[src/rtl/pixel_upsampler_pkg.sv]
// Shared definitions for the pooling/upsampling pixel pipeline.
package pixel_upsampler_pkg;

  localparam int unsigned SCALE = 2;

  typedef enum logic {StFill, StReplay} state_e;

  // Counter width for a range of n values, never narrower than one bit.
  function automatic int unsigned cnt_width(input int unsigned n);
    return (n > 1) ? $clog2(n) : 1;
  endfunction

  localparam int unsigned DefaultWidth  = 14;
  localparam int unsigned DefaultHeight = 14;

  typedef logic [cnt_width(DefaultHeight)-1:0] row_cnt_t;
  typedef logic [cnt_width(DefaultWidth)-1:0]  col_cnt_t;

endpackage

[src/rtl/pixel_upsampler_if.sv]
// Pixel stream in/out bundle; master is the upstream/downstream environment, slave the upsampler.
interface pixel_upsampler_if #(
  parameter int unsigned Resolution = 8
);
  logic [Resolution-1:0] in_pixel;
  logic                  in_valid;
  logic                  in_ready;
  logic [Resolution-1:0] out_pixel;
  logic                  out_valid;
  logic                  out_ready;
  logic                  out_eol;
  logic                  out_last;

  modport master (
    output in_pixel, in_valid, out_ready,
    input  in_ready, out_pixel, out_valid, out_eol, out_last
  );

  modport slave (
    input  in_pixel, in_valid, out_ready,
    output in_ready, out_pixel, out_valid, out_eol, out_last
  );
endinterface

[src/rtl/pixel_upsampler_line_buffer.sv]
// One-row pixel store: single write port, asynchronous read port, no reset.
module pixel_upsampler_line_buffer #(
  parameter int unsigned Resolution = 8,
  parameter int unsigned Depth      = 14,
  parameter int unsigned AddrW      = 4
) (
  input  logic                  clk_i,
  input  logic                  wr_en_i,
  input  logic [AddrW-1:0]      wr_addr_i,
  input  logic [Resolution-1:0] wr_data_i,
  input  logic [AddrW-1:0]      rd_addr_i,
  output logic [Resolution-1:0] rd_data_o
);

  logic [Resolution-1:0] mem_q [Depth];

  always_ff @(posedge clk_i) begin
    if (wr_en_i) begin
      mem_q[wr_addr_i] <= wr_data_i;
    end
  end

  assign rd_data_o = mem_q[rd_addr_i];

endmodule

[src/rtl/pixel_upsampler.sv]
// Streaming 2x2 nearest-neighbour upsampler: each input row is emitted with every pixel doubled,
// then replayed from the line buffer.
module pixel_upsampler
  import pixel_upsampler_pkg::*;
#(
  parameter int unsigned Resolution = 8,
  parameter int unsigned InWidth    = 14,
  parameter int unsigned InHeight   = 14
) (
  input  logic             clk,
  input  logic             reset,
  pixel_upsampler_if.slave bus
);

  localparam int unsigned ColW   = cnt_width(InWidth);
  localparam int unsigned RowW   = cnt_width(InHeight);
  localparam int unsigned PhaseW = cnt_width(SCALE);

  localparam logic [ColW-1:0]   LastCol   = ColW'(InWidth - 1);
  localparam logic [RowW-1:0]   LastRow   = RowW'(InHeight - 1);
  localparam logic [PhaseW-1:0] LastPhase = PhaseW'(SCALE - 1);

  state_e                state_q, state_d;
  logic [RowW-1:0]       row_q, row_d;
  logic [ColW-1:0]       col_q, col_d;
  logic [PhaseW-1:0]     phase_q, phase_d;
  logic [Resolution-1:0] hold_q, hold_d;
  logic [Resolution-1:0] out_pixel_q, out_pixel_d;
  logic                  out_valid_q, out_valid_d;
  logic                  out_eol_q, out_eol_d;
  logic                  out_last_q, out_last_d;

  logic                  load_ok, in_ready, in_xfer, advance, wr_en;
  logic                  last_col, last_row, last_phase, row_end;
  logic [Resolution-1:0] rd_data;

  assign load_ok    = !out_valid_q || bus.out_ready;
  assign in_ready   = (state_q == StFill) && (phase_q == '0) && load_ok && !reset;
  assign in_xfer    = bus.in_valid && in_ready;
  assign last_col   = (col_q == LastCol);
  assign last_row   = (row_q == LastRow);
  assign last_phase = (phase_q == LastPhase);
  assign row_end    = last_col && last_phase;

  always_comb begin
    state_d     = state_q;
    row_d       = row_q;
    col_d       = col_q;
    phase_d     = phase_q;
    hold_d      = hold_q;
    out_pixel_d = out_pixel_q;
    out_valid_d = out_valid_q;
    out_eol_d   = out_eol_q;
    out_last_d  = out_last_q;
    wr_en       = 1'b0;
    advance     = 1'b0;

    if (load_ok) begin
      unique case (state_q)
        StFill: begin
          if (phase_q == '0) begin
            if (in_xfer) begin
              hold_d      = bus.in_pixel;
              wr_en       = 1'b1;
              out_pixel_d = bus.in_pixel;
              out_valid_d = 1'b1;
              out_eol_d   = row_end;
              out_last_d  = 1'b0;
              advance     = 1'b1;
            end else begin
              out_valid_d = 1'b0;
            end
          end else begin
            out_pixel_d = hold_q;
            out_valid_d = 1'b1;
            out_eol_d   = row_end;
            out_last_d  = 1'b0;
            advance     = 1'b1;
          end
        end
        StReplay: begin
          out_pixel_d = rd_data;
          out_valid_d = 1'b1;
          out_eol_d   = row_end;
          out_last_d  = row_end && last_row;
          advance     = 1'b1;
        end
        default: ;
      endcase
    end

    // Phase is the fastest counter, then column, then the fill/replay half-row.
    if (advance) begin
      if (!last_phase) begin
        phase_d = phase_q + PhaseW'(1);
      end else begin
        phase_d = '0;
        if (!last_col) begin
          col_d = col_q + ColW'(1);
        end else begin
          col_d = '0;
          if (state_q == StFill) begin
            state_d = StReplay;
          end else begin
            state_d = StFill;
            row_d   = last_row ? '0 : row_q + RowW'(1);
          end
        end
      end
    end
  end

  always_ff @(posedge clk) begin
    if (reset) begin
      state_q     <= StFill;
      row_q       <= '0;
      col_q       <= '0;
      phase_q     <= '0;
      hold_q      <= '0;
      out_pixel_q <= '0;
      out_valid_q <= 1'b0;
      out_eol_q   <= 1'b0;
      out_last_q  <= 1'b0;
    end else begin
      state_q     <= state_d;
      row_q       <= row_d;
      col_q       <= col_d;
      phase_q     <= phase_d;
      hold_q      <= hold_d;
      out_pixel_q <= out_pixel_d;
      out_valid_q <= out_valid_d;
      out_eol_q   <= out_eol_d;
      out_last_q  <= out_last_d;
    end
  end

  pixel_upsampler_line_buffer #(
    .Resolution(Resolution),
    .Depth     (InWidth),
    .AddrW     (ColW)
  ) u_line_buffer (
    .clk_i    (clk),
    .wr_en_i  (wr_en),
    .wr_addr_i(col_q),
    .wr_data_i(bus.in_pixel),
    .rd_addr_i(col_q),
    .rd_data_o(rd_data)
  );

  assign bus.in_ready  = in_ready;
  assign bus.out_pixel = out_pixel_q;
  assign bus.out_valid = out_valid_q;
  assign bus.out_eol   = out_eol_q;
  assign bus.out_last  = out_last_q;

endmodule

[src/flat_wrapper.sv]
// flat-port wrapper written by rule: the top's interface ports become plain ports
module pixel_upsampler_flat import pixel_upsampler_pkg::*;
#(
  parameter int unsigned Resolution = 8,
  parameter int unsigned InWidth    = 14,
  parameter int unsigned InHeight   = 14
)
  (clk, reset, bus_in_pixel, bus_in_valid, bus_out_ready, bus_in_ready, bus_out_pixel, bus_out_valid, bus_out_eol, bus_out_last);
  pixel_upsampler_if #(.Resolution(Resolution)) bus_i ();
  input  logic clk;
  input  logic reset;
  input wire logic [$bits(bus_i.in_pixel)-1:0] bus_in_pixel;
  input wire logic [$bits(bus_i.in_valid)-1:0] bus_in_valid;
  input wire logic [$bits(bus_i.out_ready)-1:0] bus_out_ready;
  output wire logic [$bits(bus_i.in_ready)-1:0] bus_in_ready;
  output wire logic [$bits(bus_i.out_pixel)-1:0] bus_out_pixel;
  output wire logic [$bits(bus_i.out_valid)-1:0] bus_out_valid;
  output wire logic [$bits(bus_i.out_eol)-1:0] bus_out_eol;
  output wire logic [$bits(bus_i.out_last)-1:0] bus_out_last;
  assign bus_i.in_pixel = bus_in_pixel;
  assign bus_i.in_valid = bus_in_valid;
  assign bus_i.out_ready = bus_out_ready;
  assign bus_in_ready = bus_i.in_ready;
  assign bus_out_pixel = bus_i.out_pixel;
  assign bus_out_valid = bus_i.out_valid;
  assign bus_out_eol = bus_i.out_eol;
  assign bus_out_last = bus_i.out_last;
  pixel_upsampler #(.Resolution(Resolution), .InWidth(InWidth), .InHeight(InHeight)) u_core (.clk(clk), .reset(reset), .bus(bus_i));
endmodule
[config.mk]
export PLATFORM = sky130hd
export DESIGN_NAME = pixel_upsampler_flat
export DESIGN_NICKNAME = d
export VERILOG_FILES = /design/src/rtl/pixel_upsampler_pkg.sv /design/src/rtl/pixel_upsampler_if.sv /design/src/rtl/pixel_upsampler_line_buffer.sv /design/src/rtl/pixel_upsampler.sv /design/src/flat_wrapper.sv
export SDC_FILE = /design/constraint.sdc
export NUM_CORES = 1
export LEC_CHECK = 0
export ABC_CLOCK_PERIOD_IN_PS = 5000
export CORE_AREA = 10 10 118 99
export DETAILED_ROUTE_END_ITERATION = 16
export DIE_AREA = 0 0 128 109
export DONT_BUFFER_PORTS = 1
export HOLD_SLACK_MARGIN = 0.1
export PLACE_DENSITY = 0.8
export SETUP_SLACK_MARGIN = 0.4
export SYNTH_ARGS = -nofsm -noshare
export SYNTH_HDL_FRONTEND = slang
export SYNTH_SLANG_ARGS = --single-unit
[constraint.sdc]
create_clock -name clk -period 5 [get_ports clk]
set_input_delay 1 -clock clk [delete_from_list [all_inputs] [get_ports clk]]
set_output_delay 1 -clock clk [all_outputs]
set_load 0.02 [all_outputs]
==> metrics.txt, run 1 <==
fin. max-slew vios=0; Final Hold Fails=0; CP Launch Type=input port; mapped cell area=5930 um2; clock sink total=145; CTS buffer count=17; RSZ-0062 raised after global routing=false; DRT antenna net count=0; routing usage on met1=24.3%; buffers and inverters on the worst path=0; PwrDens=around 450 nW/um2; num rows=32; net count after synthesis=roughly 400; Yosys warning count=0; Async SR Flop Fraction=0%; Placeable Area=~9400 um2; Worst path max stage delay=about 0.81 ns; largest net degree at the start of global routing=36; DRT iter0 DRCs=between 300 and 400; first-pass GRT wire length=slightly below 20000 um; post-synth top area cell=edfxtp_1; post-CTS sizing=0; PortBufs=0; number of flops mapped to enable cells by yosys=between 100 and 150; Cells after Synth=approximately 390; crit path time final=3.12 ns; min-delay worst type=reg -> reg; share of the synthesized area in the top cell type=56.7%; # IOs=24; Clock Path Buffers=2; CP max stage cell=nor3_1; Vias/cell=6.56; HP Start=u_core.hold_q[6]; peak supply drop=438 uV; Compound-Gate Fraction of Synth Area=under 10%; clock-pin transition on the worst setup and hold timing paths=around 0.06 ns; vias in the first global route=roughly 3.4k; Worst-Margin Slew=between 1 and 1.5 ns; worst-skew pair later-pin latency=roughly 0.42 ns; smallest hold slack=roughly 0.47 ns; critical path cell sequence=nand2b_1 -> nand3_1 -> or3_1 -> nor3_1; post-synthesis simple-gate area fraction=under 10%; Post-Synth Adder-Cell Area=0%; critical path arrival=around 3.2 ns; critical path depth in cells=4; Die Span X=128 um; WL final=between 10000 and 15000 um; clock skew=around 0.0047 ns; Seq cells post-synth=around 150; final setup fails=0; LEAKAGE=0.00213 uW; Sw Ratio=about 23%; Critical Path End Type=flip-flop; WL/cell=about 25 um; Initial Util=63.3%; worst r2r path cells=4; nets@finish=397; synth cell count leaders=112 x edfxtp_1, 33 x dfxtp_1, 27 x nor2_1; total track usage=a little under a fifth; Post-DP HPWL=~8000 um; CP max FO=13; routing usage on met3=under 10%; combinational family with the most area after synthesis=multiplexers; vias=approximately 3.4k; critical path's top delay family=simple AND/OR/NAND/NOR gates; TritonCTS clock tree=yes; post-CTS setup buffer count=0; main flop type after synthesis=edfxtp_1; met2 usage=30.9%; H-tree lvl count=4; layout cell share with drive strength beyond 1=between 10% and 20%; # DRC=0; Root Buffer=clkbuf_16; post-synth cell types=between 40 and 50; busiest grt layer=met2; sequential area share after synthesis=67.9%; overall die height=between 100 and 150 um; hold depth=2; r2r startpoint=u_core.last_phase; initial antenna violation count=0; WS Path Type=in -> reg; Routability Congestion=between 0.8 and 0.9; CP Data Required Time=roughly 5 ns; Detailed Routing Iterations Pass 1=5; hold-fix buffer count after cts=0; n_diodes=0; Max Cap Viol=0; count leader, synth=edfxtp_1; fmax=between 0.3 and 0.4 GHz; DIE AREA=about 14000 um2; Sequential Power Share=a little under half; Area contributors post-synth=edfxtp_1 57%, dfxtp_1 11%, mux4_1 5.3%, mux2i_1 3.5%, mux4_2 2.3%; relative slew slack=between 20% and 30%; clock network power share=~45%; Mapped Avg Cell Area=roughly 15 um2; crit path from=bus_out_ready; status=finished clean; Pint=roughly 2300 uW; Area Growth Syn to Fin=11.2%; grt total ovfl=0; Psw=roughly 680 uW; TNS Setup=0 ns; fin crit share=62.5%; multiplexer area fraction after synthesis=~13%; Comb pwr share=7.8%; Synth Area in XOR/XNOR=0.591%
-- area by class of cell --
cell class	count	area [um2]
clock buffer	18	439
clock inverter	14	189
fill	592	2780
inverter	2	7.51
multi-input combinational	213	1740
sequential	145	4020
tap	119	149
timing repair buffer	6	42.5
-- layer usage --
metal	vias to the layer above	wire length [um]
met2	141	6380
met4	0	191
met1	1722	5290
met3	20	962
met5	-	0
li1	1506	-
-- through the flow --
| step | cell area, um2 | power, uW | setup WS [ns] | utilization, % | std cells |
|---|---|---|---|---|---|
| after global routing | 6590 | 3040 | 1.61 | 70.3 | 517 |
| after global placement | 5960 | 1650 | 1.60 | 63.6 | 484 |
| after floorplan | 5930 | 1610 | 2.23 | - | 387 |
| after detailed placement | 5960 | 1650 | 1.50 | 63.6 | 484 |
| after CTS | 6590 | 2970 | 1.93 | 70.3 | 516 |
| final | 6590 | 2970 | 1.88 | 70.3 | 517 |
-- state kept, by name, summed over array words and instances (netlist names), named ones only --
signal and count:
u_core.bus.out_eol 1, u_core.bus.out_last 1, u_core.bus.out_pixel 8, u_core.bus.out_valid 1, u_core.col_q 4, u_core.hold_q 8
u_core.last_phase 1, u_core.row_q 4, u_core.state_q 1, u_core.u_line_buffer.mem_q 112
-- kinds of logic (layout without fill, tap and decap cells) --
family,Yosys count,after routing
AO/OA/AOI/OAI,51,51
XOR/XNOR,4,4
buffers and inverters,29,40
multiplexers,51,51
flip-flops,145,145
AND/OR/NAND/NOR,107,107
-- worst paths after layout --
check                                                        end  slack, ns
worst min register to register                  u_core.hold_q[6]       0.47
worst max-delay path            u_core.u_line_buffer.mem_q[0][1]       1.88
worst min-delay path                            u_core.hold_q[6]       0.47
worst max register to register  u_core.u_line_buffer.mem_q[0][1]       1.93
-- power by group through the flow --
| stage | clock network, uW | logic [uW] | registers [uW] |
|---|---|---|---|
| 2_1_floorplan | 0 | 218 | 1390 |
| 3_3_place_gp | 0 | 221 | 1420 |
| 3_5_place_dp | 0 | 227 | 1430 |
| 4_1_cts | 1340 | 231 | 1400 |
| 5_1_grt | 1380 | 250 | 1410 |
| 6_report | 1330 | 233 | 1400 |
-- placed cells by master, fill, tap and decap left out, drive strengths merged, types with 6 or more instances in the layout --
| master | n |
|---|---|
| edfxtp | 112 |
| mux2i | 21 |
| o211ai | 6 |
| nand3 | 10 |
| nand2 | 25 |
| a21oi | 10 |
| buf | 6 |
| dfxtp | 33 |
| mux4 | 18 |
| o21a | 6 |
| nor2b | 8 |
| a211oi | 12 |
| clkbuf | 18 |
| nand3b | 11 |
| nor2 | 27 |
| nand2b | 8 |
| clkinv | 8 |
| mux2 | 12 |
| o221ai | 6 |
-- worst register-to-register path: cells and delay by family (launching register included) --
kind          cells  cell delay, ns
flops             1            0.59
simple gates      4            2.11
Power figures use the tool's default switching activity.
==> run 2, diff against run 1 <==
Settings changed: ABC_CLOCK_PERIOD_IN_PS 5000 to 3100, CORE_AREA 10 10 118 99 to 10 10 120 100, DIE_AREA 0 0 128 109 to 0 0 130 110, PLACE_DENSITY 0.8 to 0.78.
Clock period 5 ns to 3.1 ns, I/O delays scaled along.
==> metrics.txt, run 2 (synthesized netlist as in run 1, its figures left out) <==
critical path cell sequence=nand2b_1 -> nand2_1 -> nor2_1 (was nand2b_1 -> nand3_1 -> or3_1 -> nor3_1); crit path time final=between 2 and 2.5 ns; Placeable Area=9530 um2 (was 9370 um2); DRT iter0 DRCs=462 (was 386); overall die height=110 um (was 109 um); first-pass GRT wire length=19500 um (was 19800 um); initial antenna violation count=0 (unchanged); RSZ-0062 raised after global routing=false (unchanged); worst-skew pair later-pin latency=0.42 ns (about the same); critical path depth in cells=3 (was 4); Die Span X=130 um (was 128 um); r2r endpoint=u_core.u_line_buffer.mem_q[11][5] (was u_core.u_line_buffer.mem_q[0][1]); TNS Setup=0 ns (unchanged); peak supply drop=439 uV (was 438 uV); critical path's top delay family=simple AND/OR/NAND/NOR gates (unchanged); # DRC=0 (unchanged); nets@finish=409 (was 397); WL/cell=23.7 um (was 24.8 um); Vias/cell=6.47 (was 6.56); CP Launch Type=flip-flop (was input port); PwrDens=719 nW/um2 (was 451 nW/um2); post-CTS setup buffer count=0 (unchanged); TritonCTS clock tree=yes (unchanged); DIE AREA=14300 um2 (was 14000 um2); layout cell share with drive strength beyond 1=15.4% (was 12.8%); Worst-Margin Slew=0.781 ns (was 1.19 ns); Post-DP HPWL=7740 um (was 8040 um); worst r2r path cells=4 (unchanged); Final Hold Fails=0 (unchanged); Top reg by flops=u_core.u_line_buffer.mem_q (unchanged); Worst path max stage delay=0.38 ns (was 0.81 ns); buffers and inverters on the worst path=0 (unchanged); critical path arrival=1.59 ns (was 3.16 ns); Initial Util=62.2% (was 63.3%); fmax=approximately 0.45 GHz; Root Buffer=clkbuf_16 (unchanged); crit path from=u_core.bus.out_valid (was bus_out_ready); final setup fails=0 (unchanged); H-tree lvl count=4 (unchanged); # IOs=24 (unchanged); CP Data Required Time=2.48 ns (was 5.04 ns); DRT antenna net count=0 (unchanged); vias in the first global route=3357 (was 3412); CTS buffer count=17 (unchanged); design area=6690 um2 (was 6590 um2); Max Cap Viol=0 (unchanged); largest net degree at the start of global routing=36 (unchanged); commonest non-fill, non-tap cells in the layout=112 x edfxtp_1, 33 x dfxtp_1, 27 x nor2_1 (unchanged); Filler cells=602 (was 592); PortBufs=0 (unchanged); Area Growth Syn to Fin=12.8% (was 11.2%); fin crit share=between 70% and 80%; n_diodes=0 (unchanged); status=finished clean (unchanged); hold-fix buffer count after cts=0 (unchanged); most common cell after layout, fill and taps aside=edfxtp_1 (unchanged); fin. max-slew vios=0 (unchanged); R2R setup slack=0.91 ns (was 1.93 ns); Largest register FFs=112 (unchanged); Critical Path End Type=primary output (was flip-flop); WS Path Type=reg -> out (was in -> reg); vias=3422 (was 3389); post-CTS sizing=0 (unchanged); Routability Congestion=0.815 (was 0.830); clock-pin transition on the worst setup and hold timing paths=0.07 ns (was 0.06 ns); Placed Area=6050 um2 (was 5960 um2); CP max stage cell=dfxtp_1 (was nor3_1); num rows=32 (unchanged); relative slew slack=47.9% (was 20.1%); Detailed Routing Iterations Pass 1=6 (was 5); clock skew=0.0115 ns (was 0.00465 ns); grt total ovfl=0 (unchanged); Clock Path Buffers=2 (unchanged); HP Start=reset (was u_core.hold_q[6]); CP max FO=12 (was 13); r2r startpoint=u_core.bus.out_valid (was u_core.last_phase); total track usage=18.7% (was 19.0%); WL final=12600 um (was 12800 um); crit path to=bus_in_ready (was u_core.u_line_buffer.mem_q[0][1]); min-delay worst type=in -> reg (was reg -> reg); LEAKAGE=0.00219 uW (was 0.00213 uW); clock sink total=145 (unchanged)
==> run 2: through the flow <==
step,utilization [%],worst slack (ns),total power (uW),cells,hold slack [ns]
6_report,70.2,0.894,4800,529,0.262
5_1_grt,70.2,0.706,4940,529,0.245
4_1_cts,70.2,0.875,4820,529,0.252
3_5_place_dp,63.5,0.682,2670,497,0.464
3_3_place_gp,63.5,0.736,2670,497,0.462
2_1_floorplan,-,0.710,2600,387,0.447
==> run 2: area by class of cell <==
type / count / area, um2 / area share (%)
Clock inverter: 15 / 205 / 3.07
Clock buffer: 17 / 425 / 6.36
Tap cell: 119 / 149 / 2.23
Inverter: 2 / 7.51 / 0.112
Sequential cell: 145 / 4020 / 60.2
Multi-Input combinational cell: 213 / 1740 / 26.0
Timing Repair Buffer: 18 / 135 / 2.02
==> run 2: worst min path at each step <==
stage          depth (start not counted)                       to
2_1_floorplan                          2         u_core.hold_q[0]
3_3_place_gp                           2         u_core.hold_q[2]
3_5_place_dp                           2         u_core.hold_q[0]
4_1_cts                                1  u_core.bus.out_pixel[5]
5_1_grt                                1  u_core.bus.out_pixel[5]
6_report                               1  u_core.bus.out_pixel[5]
==> run 2: report_power, final <==
part / switching, uW / internal (uW)
Combinational: 235 / 183
Clock: 807 / 1350
Sequential: 70.2 / 2150
Total: 1110 / 3690
==> run 2: layer usage <==
metal,share of wire (%),routed length (um),GRT usage (%),up-vias
li1,-,-,-,1531
met1,42,5290,24.9,1681
met2,47,5880,28.4,177
met3,8.7,1090,6.06,33
met4,2.4,303,7.13,0
met5,0,0,0,-
==> run 3, diff against run 2 <==
Settings changed: ABC_CLOCK_PERIOD_IN_PS 3100 to 2050.
Clock period 3.1 ns to 2.05 ns, I/O delays scaled along.
==> metrics.txt, run 3 (synthesized netlist as in run 1, its figures left out) <==
WL/cell=26.2 um (was 23.7 um); CP max stage cell=mux4_2 (was dfxtp_1); Root Buffer=clkbuf_16 (unchanged); final total power=7600 uW (was 4800 uW); min-delay worst type=in -> reg (unchanged); Max Cap Viol=0 (unchanged); Multi-input gate area=2000 um2 (was 1740 um2); placed cells=503 (was 497); Worst path max stage delay=0.52 ns (was 0.38 ns); num rows=32 (unchanged); design area=7420 um2 (was 6690 um2); status=finished clean (unchanged); smallest hold slack=0.159 ns (was 0.262 ns); worst r2r path cells=5 (was 4); R2R setup slack=0.27 ns (was 0.91 ns); # DRC=0 (unchanged); PortBufs=0 (unchanged); RSZ-0062 raised after global routing=true (was false); TNS Setup=0 ns (unchanged); TritonCTS clock tree=yes (unchanged); Placeable Area=9530 um2 (unchanged); overall die height=110 um (unchanged); Largest register FFs=112 (unchanged); Critical Path End Type=flip-flop (was primary output); Detailed Routing Iterations Pass 1=6 (unchanged); fin. max-slew vios=0 (unchanged); initial antenna violation count=0 (unchanged); CP Data Required Time=2.35 ns (was 2.48 ns); DIE AREA=14300 um2 (unchanged); clock network power share=42.3% (was 45.0%); clock sink total=145 (unchanged); Sequential Power Share=44.7% (was 46.3%); # IOs=24 (unchanged); final setup fails=0 (unchanged); crit path time final=between 1.5 and 2 ns; Worst-Margin Slew=0.559 ns (was 0.781 ns); commonest non-fill, non-tap cells in the layout=112 x edfxtp_1, 26 x buf_4, 24 x nand2_1 (was 112 x edfxtp_1, 33 x dfxtp_1, 27 x nor2_1); critical path arrival=2.08 ns (was 1.59 ns); largest net degree at the start of global routing=36 (unchanged); Initial Util=62.2% (unchanged); first-pass GRT wire length=22000 um (was 19500 um); worst-skew pair later-pin latency=0.42 ns (about the same); Vias/cell=6.62 (was 6.47); grt total ovfl=0 (unchanged); CP Launch Type=flip-flop (unchanged); Area Growth Syn to Fin=25.2% (was 12.8%); crit path to=u_core.bus.out_pixel[1] (was bus_in_ready); nets@finish=445 (was 409); n_diodes=0 (unchanged); Pint=5820 uW (was 3690 uW); Comb pwr share=13.0% (was 8.7%); CTS buffer count=17 (unchanged); non-filler cells, final=565 (was 529); Filler cells=516 (was 602); hold depth=2 (was 1); WS Path Type=reg -> reg (was reg -> out); Sw Ratio=23.4% (was 23.1%); layout cell share with drive strength beyond 1=32.7% (was 15.4%); most common cell after layout, fill and taps aside=edfxtp_1 (unchanged); WL final=14800 um (was 12600 um); H-tree lvl count=4 (unchanged); DRT iter0 DRCs=425 (was 462); critical path cell sequence=buf_12 -> mux4_2 -> mux2_4 -> o221ai_4 -> a211oi_2 (was nand2b_1 -> nand2_1 -> nor2_1); fin crit share=~87%; clock skew=0.00833 ns (was 0.0115 ns); Clock Path Buffers=2 (unchanged); clock-pin transition on the worst setup and hold timing paths=0.06 ns (was 0.07 ns); DRT antenna net count=0 (unchanged); fmax=around 0.56 GHz; vias in the first global route=3690 (was 3357); Placed Area=6240 um2 (was 6050 um2); peak supply drop=846 uV (was 439 uV); Psw=1770 uW (was 1110 uW); vias=3743 (was 3422); CP max FO=6 (was 12); PwrDens=1020 nW/um2 (was 719 nW/um2); Final Hold Fails=0 (unchanged); LEAKAGE=0.00244 uW (was 0.00219 uW); total track usage=21.4% (was 18.7%); Top reg by flops=u_core.u_line_buffer.mem_q (unchanged); Post-DP HPWL=8200 um (was 7740 um); storage element area=4050 um2 (was 4020 um2); Routability Congestion=0.803 (was 0.815); r2r endpoint=u_core.bus.out_pixel[1] (was u_core.u_line_buffer.mem_q[11][5]); relative slew slack=62.6% (was 47.9%); Die Span X=130 um (unchanged)
-- run 3: per-stage QoR --
stage               setup slack (ns)  utilization [%]
finish                         0.270             77.8
global route                   0.247             77.8
CTS                            0.346             75.8
detailed placement            0.0956             65.5
global placement               0.190             65.5
floorplan                      0.240                -
-- run 3: worst min path at each step --
stage	to	slack, ns	startpoint
2_1_floorplan	u_core.hold_q[0]	0.45	u_core.hold_q[0]
3_3_place_gp	u_core.hold_q[0]	0.46	u_core.hold_q[0]
3_5_place_dp	u_core.hold_q[7]	0.46	u_core.hold_q[7]
4_1_cts	flip-flop	0.04	reset
5_1_grt	u_core.hold_q[5]	0.16	reset
6_report	u_core.hold_q[3]	0.16	reset
-- run 3: routing by layer --
metal / GRT usage [%] / vias up / wire length, um
met1: 26.3 / 1914 / 5820
met3: 6.06 / 32 / 1170
met2: 36.1 / 203 / 7480
met4: 6.73 / 0 / 331
met5: 0 / - / 0
li1: - / 1594 / -
-- run 3: area by class of cell --
type / count / share of cell area, %
sequential: 145 / 54.5
multi-input combinational: 213 / 26.9
timing repair buffer: 54 / 8.01
clock buffer: 21 / 6.21
clock inverter: 11 / 2.18
tap: 119 / 2.01
inverter: 2 / 0.152
-- run 3: repair_timing --
action,4_1_cts,5_1_grt
pin swaps,12,10
endpoints found under the hold margin,145,24
hold buffers,9,1
gates cloned,1,1
endpoints found under the setup margin,90,74
resized for setup,44,27
buffers inserted,15,3
-- run 3: critical path: cells and delay by family, from the launching register on --
kind / cells / cell delay, ns
flip-flops: 1 / 0.37
AO/OA/AOI/OAI: 2 / 0.30
buffers and inverters: 1 / 0.13
multiplexers: 2 / 0.84
-- run 3: power by group through the flow --
stage                     Combinational [uW]  Sequential [uW]  Clock (uW)
after global placement                   633             3470           0
after CTS                                920             3390        3240
after global routing                    1060             3400        3370
final                                    990             3390        3210
after floorplan                          581             3400           0
after detailed placement                 650             3470           0
